$ cat config.mk
export PLATFORM = sky130hd
export DESIGN_NAME = rand_share_ctrl
export DESIGN_NICKNAME = d
export VERILOG_FILES = /design/src/rtl/rand_pkg.sv /design/src/rtl/rr_arbiter.sv /design/src/rtl/rand_share_ctrl.sv
export SDC_FILE = /design/constraint.sdc
export NUM_CORES = 1
export LEC_CHECK = 0
export BUFFER_PORTS_ARGS = -buffer_cell sky130_fd_sc_hd__buf_2
export CORE_MARGIN = 1
export CORE_UTILIZATION = 54
export DETAILED_ROUTE_END_ITERATION = 6
export GPL_TIMING_DRIVEN = 0
export PLACE_DENSITY = 0.8
export SLEW_MARGIN = 10
export SYNTH_ARGS = -nofsm -noshare
export SYNTH_HDL_FRONTEND = slang
export SYNTH_SLANG_ARGS = --single-unit
export TNS_END_PERCENT = 30
$ cat constraint.sdc
create_clock -name qzt_clk -period 12.85 [get_ports qzt_clk]
set_input_delay 1.9275 -clock qzt_clk [delete_from_list [all_inputs] [get_ports qzt_clk]]
set_output_delay 1.9275 -clock qzt_clk [all_outputs]
set_load 0.05 [all_outputs]
$ cat src/rtl/rand_pkg.sv
// Shared definitions for the random-source sharing controller: state encoding,
// default seed, default widths and the rejection-sampling mask helper.
package rand_pkg;

   typedef enum logic [1:0] {
      ST_SEED = 2'd0,
      ST_IDLE = 2'd1,
      ST_DRAW = 2'd2
   } state_t;

   localparam logic [30:0] DEFAULT_SEED = 31'h44D5AFAB;
   localparam int          RAND_W_DEF   = 10;
   localparam int          VAL_W_DEF    = 3;

   // Smallest all-ones value (2**k-1) that is >= rng; rng=0 gives 0.
   function automatic logic [15:0] mask_for(input logic [15:0] rng);
      logic [15:0] m;
      m = '0;
      for (int i = 0; i < 16; i++) begin
         if (m < rng) m = {m[14:0], 1'b1};
      end
      return m;
   endfunction

endpackage

$ cat src/rtl/rr_arbiter.sv
// Combinational round-robin arbiter: picks the first set request strictly after
// ptr (wrapping), returning a one-hot grant, its index and an any-request flag.
module rr_arbiter #(
   parameter int N_REQ = 4,
   parameter int IW    = 2
) (
   input  logic [N_REQ-1:0] req,
   input  logic [IW-1:0]    ptr,
   output logic [N_REQ-1:0] grant,
   output logic [IW-1:0]    idx,
   output logic             any
);

   logic [IW-1:0] j;

   // Scan from farthest to nearest so the nearest set request wins.
   always_comb begin
      grant = '0;
      idx   = '0;
      any   = 1'b0;
      j     = '0;
      for (int i = N_REQ; i >= 1; i--) begin
         j = IW'((int'(ptr) + i) % N_REQ);
         if (req[j]) begin
            grant    = '0;
            grant[j] = 1'b1;
            idx      = j;
            any      = 1'b1;
         end
      end
   end

endmodule

$ cat src/rtl/rand_share_ctrl.sv
// Seeds one LFSR generator and shares its output among N_REQ requesters with
// round-robin grants and rejection sampling. RAND_STATS_EN builds the reject counter.
module rand_share_ctrl
   import rand_pkg::*;
#(
   parameter int N_REQ     = 4,
   parameter int RAND_W    = RAND_W_DEF,
   parameter int VAL_W     = VAL_W_DEF,
   parameter int MAX_TRIES = 8,
   parameter int SEED_CYC  = 2
) (
   input  logic                   qzt_clk,
   input  logic                   rst_n,
   input  logic [30:0]            seed_in,
   input  logic                   reseed,
   output logic                   gen_set,
   output logic [30:0]            gen_seed,
   input  logic [RAND_W-1:0]      rand_in,
   input  logic [N_REQ-1:0]       req,
   input  logic [N_REQ*VAL_W-1:0] range_max,
   output logic [N_REQ-1:0]       ack,
   output logic [VAL_W-1:0]       rand_val,
   output logic                   busy,
   output logic [15:0]            reject_cnt,
   output state_t                 fsm_state
);

   localparam int IW = (N_REQ > 1) ? $clog2(N_REQ) : 1;

   state_t           state;
   logic [7:0]       seed_cnt;
   logic             reseed_pend;
   logic [30:0]      seed_hold;
   logic [IW-1:0]    rr_ptr;
   logic [IW-1:0]    gnt_idx;
   logic [VAL_W-1:0] rng_q;
   logic [VAL_W-1:0] mask_q;
   logic [3:0]       tries;

   logic [N_REQ-1:0] arb_grant;
   logic [IW-1:0]    arb_idx;
   logic             arb_any;
   logic [VAL_W-1:0] arb_rng;
   logic [VAL_W-1:0] samp;
   logic             rejected;
   logic [VAL_W-1:0] fallback;
   logic [3:0]       tries_nxt;
   logic             rand_unused;

   rr_arbiter #(.N_REQ(N_REQ), .IW(IW)) u_arb (
      .req   (req),
      .ptr   (rr_ptr),
      .grant (arb_grant),
      .idx   (arb_idx),
      .any   (arb_any)
   );

   assign arb_rng     = range_max[arb_idx*VAL_W +: VAL_W];
   assign samp        = rand_in[VAL_W-1:0] & mask_q;
   assign rejected    = samp > rng_q;
   assign fallback    = samp - rng_q - VAL_W'(1);
   assign tries_nxt   = tries + 4'd1;
   assign rand_unused = ^{rand_in[RAND_W-1:VAL_W], arb_grant};
   assign fsm_state   = state;

   always_ff @(posedge qzt_clk or negedge rst_n) begin
      if (!rst_n) begin
         state       <= ST_SEED;
         gen_set     <= 1'b1;
         gen_seed    <= DEFAULT_SEED;
         ack         <= '0;
         rand_val    <= '0;
         busy        <= 1'b1;
         rr_ptr      <= IW'(N_REQ - 1);
         seed_cnt    <= '0;
         reseed_pend <= 1'b0;
         seed_hold   <= DEFAULT_SEED;
         gnt_idx     <= '0;
         rng_q       <= '0;
         mask_q      <= '0;
         tries       <= '0;
      end else begin
         ack <= '0;
         if (reseed) begin
            reseed_pend <= 1'b1;
            seed_hold   <= seed_in;
         end
         case (state)
            ST_SEED: begin
               if (reseed) begin
                  gen_seed    <= seed_in;
                  seed_cnt    <= '0;
                  reseed_pend <= 1'b0;
               end else if (seed_cnt == 8'(SEED_CYC - 1)) begin
                  state    <= ST_IDLE;
                  gen_set  <= 1'b0;
                  busy     <= 1'b0;
                  seed_cnt <= '0;
               end else begin
                  seed_cnt <= seed_cnt + 8'd1;
               end
            end
            ST_IDLE: begin
               if (reseed_pend || reseed) begin
                  gen_seed    <= reseed ? seed_in : seed_hold;
                  reseed_pend <= 1'b0;
                  state       <= ST_SEED;
                  gen_set     <= 1'b1;
                  busy        <= 1'b1;
                  seed_cnt    <= '0;
               end else if (arb_any) begin
                  gnt_idx <= arb_idx;
                  rng_q   <= arb_rng;
                  mask_q  <= VAL_W'(mask_for(16'(arb_rng)));
                  tries   <= '0;
                  state   <= ST_DRAW;
                  busy    <= 1'b1;
               end
            end
            ST_DRAW: begin
               // A dropped request abandons the draw without touching rr_ptr.
               if (!req[gnt_idx]) begin
                  state <= ST_IDLE;
                  busy  <= 1'b0;
               end else if (!rejected || tries_nxt == 4'(MAX_TRIES)) begin
                  ack      <= N_REQ'(1) << gnt_idx;
                  rand_val <= rejected ? fallback : samp;
                  rr_ptr   <= gnt_idx;
                  state    <= ST_IDLE;
                  busy     <= 1'b0;
               end else begin
                  tries <= tries_nxt;
               end
            end
            default: begin
               state <= ST_SEED;
               busy  <= 1'b1;
            end
         endcase
      end
   end

`ifdef RAND_STATS_EN
   always_ff @(posedge qzt_clk or negedge rst_n) begin
      if (!rst_n) begin
         reject_cnt <= '0;
      end else if (state == ST_DRAW && req[gnt_idx] && rejected && reject_cnt != 16'hFFFF) begin
         reject_cnt <= reject_cnt + 16'd1;
      end
   end
`else
   assign reject_cnt = 16'h0;
`endif

endmodule

-- After elaboration in Yosys (flattened, before gate mapping)
Index checks and enable logic that the tools add are counted.
- bits in registers: 96
- input port bits: 60
- output and inout port bits: 58
- logic and storage cells: 192
- add/sub/neg operators: 8
- $mul: 1
- order comparisons: 22
- eq/ne operators: 14
- shift operators: 2
- muxes and demuxes: 116
- bitwise operators: 2
- reduce and logical (&&, ||, !) cells: 13
- operators with widths (operator ; number):
    $mux 16 ; 59
    $lt 16x3->1 ; 15
    $mux 31 ; 3
    $pmux 31 s2 ; 1
    $mux 4 ; 7
    $mux 8 ; 3
    $mux 1 ; 20
    $mux 2 ; 10
    $ne 2x2->1 const B ; 8
    $pmux 8 s2 ; 1
    $lt 2x3->1 const B ; 5
    $shiftx 12x5->3 ; 1
    $bmux 1 s2 ; 5
    $reduce_and 3->1 ; 3
    $add 8x1->8 const B ; 1
    $eq 8x1->1 const B ; 1
    $pmux 4 s2 ; 1
    $reduce_and 4->1 ; 2
    $mux 3 ; 2
    $ne 3x3->1 const B ; 2
    $pmux 2 s3 ; 1
    $reduce_and 5->1 ; 1
    $add 2x1->2 const B ; 2
    $add 2x2->2 const B ; 2
    other kinds (19) ; 22

-- Logic depth before layout (Yosys ltp)
Gate-level depths: netlist of the first run.
- depth in word-level cells: 86
- depth in mapped cells: 56
- mapped depth without buffers: 56

-- Modules after synthesis
Synthesis of the first run repeated with hierarchy kept, for this count alone.
- cells, all modules: 530
- area total of the unflattened synthesis: 5515.3 um^2
- by module, submodules not included (module ; times used ; cells each ; area each (um^2) ; sequential area each (um^2)):
    rand_share_ctrl ; 1 ; 464 ; 4996.0 ; 2452.4
    rr_arbiter ; 1 ; 66 ; 519.2 ; 0.0

-- Least setup slack after synthesis of the first run
OpenSTA, ideal clock, no wires.
- path kind: input to register
- from: input req[0]
- to: register mask_q[0]
- library setup time: 0.082 ns
- data arrival time: 11.441 ns
- required time: 12.768 ns
- path slack: 1.327 ns
- cell stages on the path: 56
- buffers on the path: 0
- path through: nor2_1 o31ai_4 or3b_4 nand3_1 nand2_2 inv_1 ha_1 o31ai_1 ha_1 nor2_1 nor2_1 o21ai_0 ha_1 nor2_1 nor2_1 o21ai_0 ha_1 o22ai_1 [... 20 more ...] inv_1 a21oi_1 ha_1 nor2_1 nor2_1 a31oi_1 ha_1 o21ai_0 nand3_1 a21oi_1 ha_1 nor2_1 o211ai_1 a21oi_1 ha_1 o22ai_1 a31oi_2 a31oi_1
- word-level cells in the longest chain between the ends: 85
- RTL lines (element ; RTL line ; RTL):
    start, declared ; rand_share_ctrl.sv:19 ; input logic [N_REQ-1:0] req,
    $bmux 1 s2 ; rr_arbiter.sv:24 ; if (req[j]) begin
    $mux 1 (implied by the code) ; rr_arbiter.sv:24 ;
    $mux 2 (4 in series) ; rr_arbiter.sv:24 ;
    $mul 2x2->4 ; rand_share_ctrl.sv:58 ; assign arb_rng = range_max[arb_idx*VAL_W +: VAL_W];
    $shiftx 12x5->3 ; rand_share_ctrl.sv:58 ;
    $lt 1x3->1 ; rand_pkg.sv:20 ; if (m < rng) m = {m[14:0], 1'b1};
    $mux 1 ; rand_pkg.sv:20 ;
    $mux 16 ; rand_share_ctrl.sv:111 ; end else if (arb_any) begin
    [... 66 more ...] ; - ;
    $mux 16 ; rand_share_ctrl.sv:88 ; case (state)
    $lt 16x3->1 ; rand_pkg.sv:20 ;
    $mux 16 ; rand_pkg.sv:20 ;
    $mux 16 ; rand_share_ctrl.sv:111 ;
    $mux 16 ; rand_share_ctrl.sv:104 ; if (reseed_pend || reseed) begin
    $mux 16 ; rand_share_ctrl.sv:88 ;
    $lt 16x3->1 ; rand_pkg.sv:20 ;
    $mux 3 ; rand_pkg.sv:20 ;
    end signal, assigned ; rand_share_ctrl.sv:114 ; mask_q <= VAL_W'(mask_for(16'(arb_rng)));
    end, declared ; rand_share_ctrl.sv:37 ; logic [VAL_W-1:0] mask_q;
Several ways; a longest one is shown, not always the timed one. The select of a mux whose other input is x is not followed.
A chain may end at the register's enable or synchronous reset.

-- Worst setup path after layout of the first run
- from: input req[3]
- to: register mask_q[0]
Same word-level chain as after synthesis.

==> results of run 1 <==
==> placed cells by master (no fill, tap or decap), types with 2 or more instances in the layout <==
cell type and n:
sky130_fd_sc_hd__o22ai_1 4, sky130_fd_sc_hd__and3_1 4, sky130_fd_sc_hd__nor4_1 3, sky130_fd_sc_hd__xor2_1 2, sky130_fd_sc_hd__ha_1 19, sky130_fd_sc_hd__nand3_1 10
sky130_fd_sc_hd__o21ai_2 2, sky130_fd_sc_hd__conb_1 16, sky130_fd_sc_hd__nand2b_1 6, sky130_fd_sc_hd__or2_2 2, sky130_fd_sc_hd__buf_4 22, sky130_fd_sc_hd__nor3_1 5
sky130_fd_sc_hd__a21oi_2 2, sky130_fd_sc_hd__buf_1 5, sky130_fd_sc_hd__nor2b_1 4, sky130_fd_sc_hd__xnor2_1 2, sky130_fd_sc_hd__clkbuf_8 11, sky130_fd_sc_hd__dfstp_2 40
sky130_fd_sc_hd__clkbuf_1 12, sky130_fd_sc_hd__a211oi_1 3, sky130_fd_sc_hd__a21oi_1 10, sky130_fd_sc_hd__inv_6 3, sky130_fd_sc_hd__o22a_1 3, sky130_fd_sc_hd__dfrtp_1 56
sky130_fd_sc_hd__nor2_1 30, sky130_fd_sc_hd__buf_2 95, sky130_fd_sc_hd__or3b_2 2, sky130_fd_sc_hd__and2_1 3, sky130_fd_sc_hd__inv_1 15, sky130_fd_sc_hd__o21ai_0 69
sky130_fd_sc_hd__mux2i_1 34, sky130_fd_sc_hd__nand2_1 67, sky130_fd_sc_hd__mux2_2 31, sky130_fd_sc_hd__a31oi_1 3, sky130_fd_sc_hd__o21ai_1 2
==> Yosys cell counts (3+ instances only) <==
library cell / count / share of area [%]
sky130_fd_sc_hd__nand2_1: 67 / 4.9
sky130_fd_sc_hd__a31oi_1: 3 / 0.36
sky130_fd_sc_hd__nor4_1: 3 / 0.36
sky130_fd_sc_hd__and2_1: 3 / 0.36
sky130_fd_sc_hd__buf_1: 5 / 0.36
sky130_fd_sc_hd__ha_1: 20 / 4.8
sky130_fd_sc_hd__nor2b_1: 4 / 0.48
sky130_fd_sc_hd__a21oi_1: 12 / 1.2
sky130_fd_sc_hd__o22a_1: 3 / 0.51
sky130_fd_sc_hd__nor3_1: 6 / 0.58
sky130_fd_sc_hd__o21ai_0: 71 / 6.9
sky130_fd_sc_hd__mux2i_1: 34 / 6.6
sky130_fd_sc_hd__nor2_1: 32 / 2.3
sky130_fd_sc_hd__dfrtp_1: 56 / 27
sky130_fd_sc_hd__a211oi_1: 3 / 0.44
sky130_fd_sc_hd__mux2_2: 31 / 6.8
sky130_fd_sc_hd__dfstp_2: 40 / 20
sky130_fd_sc_hd__buf_4: 16 / 2.3
sky130_fd_sc_hd__nand3_1: 11 / 1.1
sky130_fd_sc_hd__nand2b_1: 6 / 0.73
sky130_fd_sc_hd__o22ai_1: 6 / 0.73
sky130_fd_sc_hd__clkbuf_1: 12 / 0.87
sky130_fd_sc_hd__and3_1: 4 / 0.48
sky130_fd_sc_hd__inv_1: 16 / 1.2
==> power by group through the flow <==
| stage | sequential (mW) | combinational [mW] | clock, mW |
|---|---|---|---|
| finish | 0.469 | 0.987 | 0.194 |
| global route | 0.482 | 1.08 | 0.211 |
| CTS | 0.469 | 0.922 | 0.196 |
| detailed placement | 0.475 | 0.918 | 0 |
| global placement | 0.469 | 0.879 | 0 |
| floorplan | 0.683 | 0.508 | 0 |
==> flip-flops by register name (all words and copies together) (netlist names), 3 cells and up <==
register / flops
rng_q: 3
seed_cnt: 8
seed_hold: 31
mask_q: 3
ack: 4
gen_seed: 31
tries: 4
rand_val: 3
==> path summary, 6_finish.rpt <==
check                               end  slack, ns  cells after the start
min reg2reg                 gen_seed[1]       0.48                      2
max                           mask_q[0]       0.94                     57
min                         gen_seed[1]       0.48                      2
max reg2reg                   mask_q[0]       2.03                     56
min in group asynchronous   gen_seed[4]       1.53                      1
max in group asynchronous  gen_seed[20]      10.62                      2
==> cell type report <==
type                       count  area share (%)
multi-input combinational    377           42.04
sequential                    96           39.44
timing repair buffer         100           8.654
buffer                        35           3.119
tap                          129           2.596
clock buffer                  11           2.435
inverter                      16          0.9660
clock inverter                 5          0.7446
==> worst max-delay path: cells and delay by family <==
family                     cells  cell delay [ns]
adders and majority gates     13             3.61
AOI/OAI and AO/OA             22             4.05
buffers and inverters          3             0.24
and+or+nand+nor               19             2.36
==> kinds of logic after synthesis <==
| kind of cell | count (synthesis) | share of synthesized area, % |
|---|---|---|
| muxes | 66 | 13.85 |
| AOI/OAI and AO/OA | 119 | 14.31 |
| other | 1 | 0.07259 |
| DFF | 96 | 47.47 |
| adders and majority gates | 21 | 5.231 |
| buffers and inverters | 51 | 4.917 |
| and+or+nand+nor | 150 | 13.47 |
| xor gates and xnor gates | 4 | 0.6783 |
==> per-layer routing <==
layer | vias to the layer above | global-route usage, % | wire (microns)
met5 | - | 0 | 0
met4 | 0 | 5.995 | 93
met2 | 102 | 40.90 | 5728
li1 | 2024 | - | -
met1 | 1970 | 29.16 | 4881
met3 | 8 | 4.457 | 430
==> repair_timing <==
item                       4_1_cts  5_1_grt
setup endpoints to repair        0        2
buffers inserted                 0        5
hold buffers                     0        0
resized for setup                0       20
==> metrics by stage <==
stage	instance area [sq um]	setup slack, ns	utilization, %	setup TNS, ns
2_1_floorplan	5223	1.327	-	0
3_3_place_gp	5854	0.4042	63.36	0
3_5_place_dp	5884	-0.1929	63.68	-0.3652
4_1_cts	6082	0.1528	65.82	0
5_1_grt	6217	-0.03988	67.29	-0.06745
6_report	6217	0.9410	67.29	0
==> reports/results.tsv, run 1 <==
metric	value	unit
YS warnings	0	
# setup viols final	0	
standby leakage power	2.808	nW
floorplan core area	9240	sq um
share of synthesized flip-flops with an asynchronous set or reset	100.0	%
fill count	748	
fin cells	769	
clock period minus worst slack	11.91	ns
die span in y	99.81	microns
Initial Utilization	55.91	%
Final ANT Viol Nets	0	
vias in the first global route	3935	
Final Max Tran Viols	0	
number of top-level design ports	118	
share of the clock period used by the worst path after layout	92.68	%
violation count after the first detailed-routing iteration	143	
antenna violations before repair	0	
power density of the placed cells	265.4	nW/um^2
overall via count from detail_route	4104	
sum of routed wire length over all layers	11.13	mm
overall die width	99.81	microns
placed cell count	747	
switch share	49.51	%
drt first pass iters	4	
Root Buffer Master	sky130_fd_sc_hd__clkbuf_8	
clock sink count	96	
setup skew after layout	0.01173	ns
largest net degree at the start of global routing	58	
layout cell share with drive strength beyond 1	36.72	%
cell-internal power	833.0	uW
endpoint kind of the worst setup timing path	flip-flop	
combined area of the multi-input logic cells	2614	sq um
status	finished, final reports clean	
P&R area growth vs syn	20.34	%
Slowest cell on crit path	sky130_fd_sc_hd__or3_1	
global-route wire length before repair	18.37	mm
total half-perimeter wirelength after legalization and detailed placement	8.237	mm
crit-path most repeated cell	sky130_fd_sc_hd__nor2_1	
average footprint of a synthesized cell	10.17	sq um
Clock Pin Slew Worst Setup and Hold Paths	0.10	ns
Startpoint Class	input port	
Skew-Pair Late Insertion Delay	0.36	ns
final weighted congestion in routability-driven placement	0.8641	
number of synthesized flops with an enable pin	0	
critical hold path startpoint	gen_seed[1]	
wire length per cell	14.48	microns
number of buffers on the longest clock path	2	
total area of sequential cells	2452	sq um
sequential cell fraction of total power	28.4	%
required time at the endpoint of the critical path	13.13	ns
maximum fanout along the worst path	8	
overall die area	9962	sq um
Clk network pwr share	11.8	%
share of power burned in combinational logic	59.8	%
area of the mapped netlist	5166	sq um
peak supply drop	0.0001423	V
total number of placement rows	35	
final-stage net count	716	
number of remaining DRC errors	0	
Worst Setup Path Type	input port to flip-flop	
Synth Instances	508	
reported net switching power	816.9	uW
Tot GR Track Use	23.14	%
mean number of vias per cell	5.337	
largest stage delay on the critical path	0.40	ns
number of CTS-inserted buffers	9	
endpoints failing hold	0	
r2r startpoint	rr_ptr[1]	
count of cell types in the netlist	62	
beginning of the critical path	req[3]	
Highest Clock Rate	83.97	MHz
Synth Flop Type	sky130_fd_sc_hd__dfrtp_1	
overall power consumption	1.650	mW
CTS tree	built	
number of levels in the clock H-tree	3	
number of violations of the max-capacitance limit	0	
antenna cell count	0	
number of port buffers	94	
number of storage elements in the synthesis netlist	96	
Seq/Total Area, Yosys	47.47	%
data arrival at the endpoint of the critical path	12.19	ns
overall overflow remaining after global route	0	
worst-case hold slack	0.4822	ns
Rel. slew slack	41.40	%
slew at the pin closest to its max-slew limit	0.8790	ns
Worst Hold Class	flip-flop to flip-flop	
(Power assumes the default switching activity.)
==> run 2, diff against run 1 <==
--- a/config.mk
+++ b/config.mk
@@ -9,7 +9,6 @@
 export CORE_MARGIN = 1
 export CORE_UTILIZATION = 54
 export DETAILED_ROUTE_END_ITERATION = 6
-export GPL_TIMING_DRIVEN = 0
 export PLACE_DENSITY = 0.8
 export SLEW_MARGIN = 10
 export SYNTH_ARGS = -nofsm -noshare
==> reports/results.tsv, run 2 (same netlist as run 1, synthesis figures left out) <==
metric	value	unit
wire length per cell	14.29	microns
cell type group with the largest total delay on the critical path	compound AO/OA/AOI/OAI gates	
Skew-Pair Late Insertion Delay	0.37	ns
antenna cell count	0	
switch share	49.80	%
violation count after the first detailed-routing iteration	176	
largest net degree at the start of global routing	63	
overall die area	9962	sq um
clock period minus worst slack	12.01	ns
required time at the endpoint of the critical path	13.14	ns
global-route wire length before repair	17.82	mm
power density of the placed cells	267.4	nW/um^2
Clock Pin Slew Worst Setup and Hold Paths	0.10	ns
Initial Utilization	55.91	%
Slowest cell on crit path	sky130_fd_sc_hd__or3b_4	
mean number of vias per cell	5.433	
drt first pass iters	4	
antenna violations before repair	0	
Highest Clock Rate	83.28	MHz
fill count	759	
peak supply drop	0.0001309	V
largest registers in the final layout	gen_seed: 31 flops, seed_hold: 31 flops, seed_cnt: 8 flops	
sequential cell fraction of total power	30.0	%
number of CTS-inserted buffers	9	
setup repair after global routing missed its margin	no	
status	finished, final reports clean	
summed area of non-filler cells in the final layout	5924	sq um
final-stage net count	679	
top library cells by usage in the layout, fill and taps aside	sky130_fd_sc_hd__buf_2, sky130_fd_sc_hd__o21ai_0, sky130_fd_sc_hd__nand2_1	
total half-perimeter wirelength after legalization and detailed placement	7.590	mm
most common cell after layout, fill and taps aside	sky130_fd_sc_hd__buf_2	
Worst Hold Class	flip-flop to flip-flop	
CTS tree	built	
r2r setup slk	1.95	ns
Tot GR Track Use	22.43	%
floorplan core area	9240	sq um
total number of placement rows	35	
number of violations of the max-capacitance limit	0	
Worst Setup Path Type	input port to flip-flop	
largest stage delay on the critical path	0.41	ns
cell area after placement	5693	sq um
layout cell share with drive strength beyond 1	34.83	%
overall die width	99.81	microns
share of power burned in combinational logic	58.9	%
overall overflow remaining after global route	0	
total area of sequential cells	2452	sq um
clock sink count	96	
Startpoint Class	input port	
sum of routed wire length over all layers	10.46	mm
number of port buffers	94	
maximum fanout along the worst path	10	
number of levels in the clock H-tree	3	
Final Max Tran Viols	0	
number of top-level design ports	118	
crit-path most repeated cell	sky130_fd_sc_hd__nor2_1	
final weighted congestion in routability-driven placement	0.8430	
endpoint kind of the worst setup timing path	flip-flop	
Root Buffer Master	sky130_fd_sc_hd__clkbuf_8	
overall via count from detail_route	3977	
standby leakage power	2.643	nW
number of buffers on the longest clock path	2	
data arrival at the endpoint of the critical path	12.30	ns
vias in the first global route	3882	
share of the clock period used by the worst path after layout	93.45	%
P&R area growth vs syn	14.68	%
Setup TNS Final	0	ns
slew at the pin closest to its max-slew limit	0.9603	ns
cell-internal power	795.4	uW
reported net switching power	789.1	uW
Rel. slew slack	35.98	%
combined area of the multi-input logic cells	2569	sq um
setup skew after layout	0.01476	ns
# setup viols final	0	
endpoints failing hold	0	
die span in y	99.81	microns
CP Buf/Inv Count	3	
Final ANT Viol Nets	0	
Clk network pwr share	11.1	%
number of remaining DRC errors	0	
==> run 2: cell type report <==
cell class | instances | share of cell area [%]
Clock buffer | 10 | 2.154
Clock inverter | 6 | 0.7392
Inverter | 16 | 1.014
Multi-Input combinational cell | 376 | 43.36
Sequential cell | 96 | 41.39
Tap cell | 129 | 2.724
Timing Repair Buffer | 99 | 8.617
==> run 2: per-stage QoR <==
stage / power (mW) / worst slack [ns] / instances / utilization [%] / hold slack, ns
2_1_floorplan: 1.191 / 1.327 / 523 / - / 0.4498
3_3_place_gp: 1.338 / 0.5736 / 714 / 61.61 / 0.4579
3_5_place_dp: 1.379 / 0.1144 / 714 / 61.61 / 0.4662
4_1_cts: 1.558 / 0.4595 / 730 / 63.47 / 0.4864
5_1_grt: 1.704 / 0.01654 / 732 / 64.12 / 0.5029
6_report: 1.584 / 0.8419 / 732 / 64.12 / 0.4810
==> run 2: metal layers <==
layer	vias up	part of all wire [%]	GRT usage (%)
met3	12	4.4	4.109
met2	98	50	39.15
met1	1926	44	28.13
met4	0	1.3	7.579
met5	-	0	0
li1	1941	-	-
==> run 2: power by group through the flow <==
stage / Combinational (mW) / Sequential, mW / Clock [mW]
after floorplan: 0.508 / 0.683 / 0
after global placement: 0.864 / 0.474 / 0
after detailed placement: 0.899 / 0.481 / 0
after CTS: 0.902 / 0.475 / 0.181
after global routing: 1.02 / 0.487 / 0.193
final: 0.933 / 0.475 / 0.176
==> run 2: worst register-to-register path: cells and delay by family, from the launching register on <==
kind	cells	cell delay (ns)
AND/OR/NAND/NOR	21	2.93
AO/OA/AOI/OAI	20	3.60
flip-flops	1	0.57
adder cells (fa/ha/maj)	13	3.51
buffers and inverters	2	0.19
==> run 2: repair_timing <==
item / in CTS / in global routing
hold buffers: 0 / 0
endpoints found under the setup margin: 0 / 2
setup buffers: 0 / 2
resized for setup: 0 / 11
==> run 2: worst paths after layout <==
kind	from	end	cells past startpoint
worst max-delay path	req[3]	mask_q[0]	57
worst max register to register	rr_ptr[1]	mask_q[0]	56
worst min-delay path	gen_seed[23]	gen_seed[23]	2
worst min register to register	gen_seed[23]	gen_seed[23]	2
min in group asynchronous	rst_n	seed_hold[6]	1
max in group asynchronous	rst_n	gen_seed[21]	2
